File: config.mk
export PLATFORM = sky130hd
export DESIGN_NAME = cordic_arbiter
export DESIGN_NICKNAME = d
export VERILOG_FILES = /design/src/rtl/cordic_arbiter.sv
export SDC_FILE = /design/constraint.sdc
export NUM_CORES = 1
export LEC_CHECK = 0
export BUFFER_PORTS_ARGS = -buffer_cell sky130_fd_sc_hd__clkbuf_2
export CAP_MARGIN = 15
export CORE_MARGIN = 8
export CORE_UTILIZATION = 50
export CTS_BUF_LIST = sky130_fd_sc_hd__clkbuf_8
export DETAILED_ROUTE_END_ITERATION = 16
export GPL_TIMING_DRIVEN = 0
export PLACE_DENSITY = 0.86
export SLEW_MARGIN = 15
export SYNTH_ARGS = -nofsm -noshare
export SYNTH_HDL_FRONTEND = slang
export SYNTH_SLANG_ARGS = --single-unit
File: constraint.sdc
create_clock -name clk -period 2.2 [get_ports clk]
set_clock_uncertainty 0.05 [all_clocks]
set_input_delay 0.33 -clock clk [delete_from_list [all_inputs] [get_ports clk]]
set_output_delay 0.33 -clock clk [all_outputs]
set_load 0.005 [all_outputs]
File: src/rtl/cordic_arbiter.sv
// Round-robin front end sharing one CORDIC sine/cosine engine among NREQ clients.
// One transaction in flight at a time; a missing core_done becomes an error response after TIMEOUT.
module cordic_arbiter #(
  parameter int NREQ    = 4,
  parameter int TIMEOUT = 31
) (
  input  logic                      clk,
  input  logic                      rst,
  input  logic [NREQ-1:0]           req,
  input  logic [8*NREQ-1:0]         angle,
  output logic [NREQ-1:0]           grant,
  output logic                      busy,
  output logic                      core_start,
  output logic [7:0]                core_angle,
  input  logic                      core_done,
  input  logic [7:0]                core_sine,
  input  logic [7:0]                core_cosine,
  output logic                      resp_valid,
  input  logic                      resp_ready,
  output logic [$clog2(NREQ)-1:0]   resp_id,
  output logic [7:0]                resp_sine,
  output logic [7:0]                resp_cosine,
  output logic                      resp_err,
  output logic                      timeout_err
);

  localparam int IDW = $clog2(NREQ);
  localparam int IW1 = IDW + 1;

  typedef enum logic [1:0] {IDLE, START, WAIT, RESP} state_t;

  state_t          state, state_nxt;
  logic [IDW-1:0]  ptr, ptr_nxt;
  logic [IDW-1:0]  owner, owner_nxt;
  logic [IDW-1:0]  win;
  logic            found;
  logic [IDW:0]    idx;
  logic [7:0]      cnt, cnt_nxt;

  logic [NREQ-1:0] grant_nxt;
  logic            core_start_nxt;
  logic [7:0]      core_angle_nxt;
  logic            resp_valid_nxt;
  logic [IDW-1:0]  resp_id_nxt;
  logic [7:0]      resp_sine_nxt;
  logic [7:0]      resp_cosine_nxt;
  logic            resp_err_nxt;
  logic            timeout_err_nxt;

  assign busy = (state != IDLE);

  // First requesting index at or above ptr, wrapping past NREQ-1.
  always_comb begin
    found = 1'b0;
    win   = '0;
    idx   = '0;
    for (int i = 0; i < NREQ; i++) begin
      idx = {1'b0, ptr} + IW1'(i);
      if (idx >= IW1'(NREQ)) idx = idx - IW1'(NREQ);
      if (!found && req[idx[IDW-1:0]]) begin
        found = 1'b1;
        win   = idx[IDW-1:0];
      end
    end
  end

  always_comb begin
    state_nxt       = state;
    ptr_nxt         = ptr;
    owner_nxt       = owner;
    cnt_nxt         = cnt;
    grant_nxt       = '0;
    core_start_nxt  = 1'b0;
    core_angle_nxt  = core_angle;
    resp_valid_nxt  = resp_valid;
    resp_id_nxt     = resp_id;
    resp_sine_nxt   = resp_sine;
    resp_cosine_nxt = resp_cosine;
    resp_err_nxt    = resp_err;
    timeout_err_nxt = 1'b0;
    case (state)
      IDLE: begin
        if (found) begin
          state_nxt      = START;
          owner_nxt      = win;
          grant_nxt      = NREQ'(1) << win;
          core_start_nxt = 1'b1;
          core_angle_nxt = angle[{win, 3'b000} +: 8];
        end
      end
      START: begin
        state_nxt = WAIT;
        ptr_nxt   = (owner == IDW'(NREQ - 1)) ? '0 : owner + 1'b1;
        cnt_nxt   = '0;
      end
      WAIT: begin
        // A completion landing on the timeout cycle still counts as success.
        if (core_done) begin
          state_nxt       = RESP;
          resp_valid_nxt  = 1'b1;
          resp_id_nxt     = owner;
          resp_sine_nxt   = core_sine;
          resp_cosine_nxt = core_cosine;
          resp_err_nxt    = 1'b0;
        end else if (cnt == 8'(TIMEOUT)) begin
          state_nxt       = RESP;
          resp_valid_nxt  = 1'b1;
          resp_id_nxt     = owner;
          resp_sine_nxt   = '0;
          resp_cosine_nxt = '0;
          resp_err_nxt    = 1'b1;
          timeout_err_nxt = 1'b1;
        end else begin
          cnt_nxt = cnt + 8'd1;
        end
      end
      RESP: begin
        if (resp_ready) begin
          state_nxt      = IDLE;
          resp_valid_nxt = 1'b0;
        end
      end
      default: state_nxt = IDLE;
    endcase
  end

  always_ff @(posedge clk) begin
    if (rst) begin
      state       <= IDLE;
      ptr         <= '0;
      owner       <= '0;
      cnt         <= '0;
      grant       <= '0;
      core_start  <= 1'b0;
      core_angle  <= '0;
      resp_valid  <= 1'b0;
      resp_id     <= '0;
      resp_sine   <= '0;
      resp_cosine <= '0;
      resp_err    <= 1'b0;
      timeout_err <= 1'b0;
    end else begin
      state       <= state_nxt;
      ptr         <= ptr_nxt;
      owner       <= owner_nxt;
      cnt         <= cnt_nxt;
      grant       <= grant_nxt;
      core_start  <= core_start_nxt;
      core_angle  <= core_angle_nxt;
      resp_valid  <= resp_valid_nxt;
      resp_id     <= resp_id_nxt;
      resp_sine   <= resp_sine_nxt;
      resp_cosine <= resp_cosine_nxt;
      resp_err    <= resp_err_nxt;
      timeout_err <= timeout_err_nxt;
    end
  end

endmodule

==> out/results.ini <==
[status]
status=complete, no violations

[pwr]
peakVddDrop_mv=0.530
design_power_total_mw=2.55
power-per-cell-area_nw_per_um2=875
power.leakage_nw=1.33

[sta]
holdWs_ns=0.209
final-max-slew-violation-count=0
worst_pin_slew_ns=0.644
timing.final.crit_share_pct=90.4
totalNegativeSetupSlack_ns=0
hold_violations=0
setup_viol=0
max_freq_mhz=503
rsz_0062_raised_after_global_routing=false
maxSlewHeadroom_pct=57.0
final_period_minus_worst_setup_slack_ns=1.99

[worst_hold_path]
holdCritPathClass=in -> reg
worstHoldStart=core_done

[global_routing]
grt_max_degree=14
antenna_found_initial=0
gr-usage-all-layers_pct=15.7
first_global_vias=2196
global_route.overflow_total=0
grt_pass1_wl_um=9600

[clocking]
post_cts_hold_buffer_count=0
cts_sinks=48
worst_setup_hold_path_clk_slew_ns=0.08
cts-root-to-sink-buffers=2
clk_lat_worst_skew_ns=0.29
numCtsBuffers=5
postCtsSetupRepairBufs=0
htree_num_levels=2
clock-root-buffer=clkbuf_8
tritoncts=done
postCtsResizedCells=0

[route]
via_count=2105
drt-wirelength-per-cell_um=14.0
drt-vias-per-instance=5.33
drt.antenna.violating_nets=0
overall_routed_net_length_um=5530
drt_drc_violations_left=0
drt_iter0_markers=58
detailedRoute.firstPassIterationCount=4

[critical_path]
worstPathRequired_ns=2.38
cp_max_fo=9
setup.worst_path.start_class=flip-flop
critical_path.startpoint=state[0]
regToRegStartpoint=state[0]
critical_path.endpoint_type=flip-flop
critPathArrivalTime_ns=2.17
criticalPathCategory=reg -> reg

[die]
pin_count=91
dieHeight_um=84.1
die_area_um2=7070
initial_utilization_pct=52.5
placeableCoreArea_um2=4410
die_width_um=84.1
number_of_core_rows=24

[yosys]
count_of_flip_flops_with_a_built_in_enable_after_synthesis=0
async_flop_share_pct=0
synth_nets=310
synth.distinct_cells=44
synthXorXnorAreaFrac_pct=0.378
synth-adder-area-share_pct=3.78
post_synth_instance_area_um2=2320
ys_seq_area_share_pct=41.5
muxShareOfSynthArea_pct=6.48
syn_area_per_cell_um2=9.38
compound_cell_area_share_of_the_yosys_netlist_pct=22.0
synth_simple_gate_area_share_pct=20.5
synthCells=247
yosys_warnings=0
synth_top_family_by_area=compound AO/OA/AOI/OAI gates
synth_flop_cell=dfxtp_1
ys_ff_latch=48

[place]
numPortBuffers=89
global_placer_s_final_weighted_congestion=0.801
placed_cells=388
place_hpwl_um=4490
dpl_cell_area_um2=2830

[finish]
final_layout_size_suffix_gt1_share_pct=35.6
antenna_cells_inserted=0
filler_cell_count=361
finish.instance_area_um2=2910
fin_nets=406
area.growth.synth_to_final_pct=25.7
final_cell_mix=clkbuf_2 (89), dfxtp_1 (48), nor2_1 (31)
final_cells=395
most_common_cell_after_layout_fill_and_taps_aside=clkbuf_2

[flow_run]
timing.max_cap.violations=0

-- final timing paths --
kind,to,slack [ns],cells past startpoint
hold reg to reg,owner[1],0.43,2
hold / removal,timeout_err,0.21,2
setup reg to reg,cnt[4],0.21,7
setup / recovery,cnt[4],0.21,7
-- cell usage after synthesis, types with 3 or more instances --
library cell | number | area (um^2)
a31oi_1 | 3 | 18.8
nor3_1 | 5 | 25.0
nand3_1 | 4 | 20.0
nand2_1 | 17 | 63.8
a22oi_1 | 9 | 67.6
o211ai_1 | 8 | 60.1
o21ai_1 | 9 | 45.0
mux2i_1 | 15 | 150
buf_6 | 5 | 56.3
a21boi_0 | 8 | 60.1
a22oi_2 | 10 | 125
ha_1 | 7 | 87.6
nor2b_1 | 6 | 37.5
nand2b_1 | 3 | 18.8
nor2_1 | 31 | 116
and3_1 | 11 | 68.8
a21oi_1 | 4 | 20.0
inv_1 | 6 | 22.5
clkbuf_1 | 9 | 33.8
dfxtp_1 | 48 | 961
-- logic make-up after synthesis --
logic type | Yosys count
xor+xnor | 1
simple gates | 90
compound gates | 64
buf+inv | 22
flops | 48
mux | 15
fa+ha+maj | 7
-- critical path: stages, from the launching register on --
cell and delay, ns:
dfxtp_1 0.36, inv_1 0.10, ha_1 0.22, and2_4 0.14, buf_6 0.13, a311o_4 0.42, or3b_1 0.38, a21oi_1 0.14
-- sequential cells by signal, indices dropped and copies added, names as in the netlist, 2 cells and up --
register	cells
core_angle	8
ptr	2
cnt	8
state	2
resp_id	2
resp_sine	8
grant	4
owner	2
resp_cosine	8
-- layout make-up --
| cell class | instances | area (um^2) | area share [%] |
|---|---|---|---|
| multi-input cells | 177 | 1240 | 42.6 |
| flip-flops and latches | 48 | 961 | 33.0 |
| repair buffers | 89 | 445 | 15.3 |
| plain buffers | 16 | 100 | 3.44 |
| clock buffers | 5 | 68.8 | 2.36 |
| well taps | 52 | 65.1 | 2.24 |
| inverters | 6 | 22.5 | 0.774 |
| clock inverters | 2 | 8.76 | 0.301 |
-- metrics by stage --
step / worst slack [ns] / util (%)
2_1_floorplan: 0.325 / -
3_3_place_gp: 0.245 / 64.0
3_5_place_dp: 0.220 / 64.0
4_1_cts: 0.206 / 65.8
5_1_grt: 0.0417 / 65.9
6_report: 0.212 / 65.9
-- power by group --
part,internal [mW],leakage [nW],switching (mW),total (mW)
clock,0.212,0.0452,0.269,0.481
sequential,1.03,0.391,0.100,1.13
combinational,0.435,0.891,0.498,0.932
-- routing by layer --
layer,track usage (%),wire (um),vias to the layer above
li1,-,-,1075
met1,17.5,2420,953
met2,27.1,2660,71
met3,5.66,412,6
met4,4.24,46,0
met5,0,0,-
Note: power is estimated with default switching activity, not from simulation.
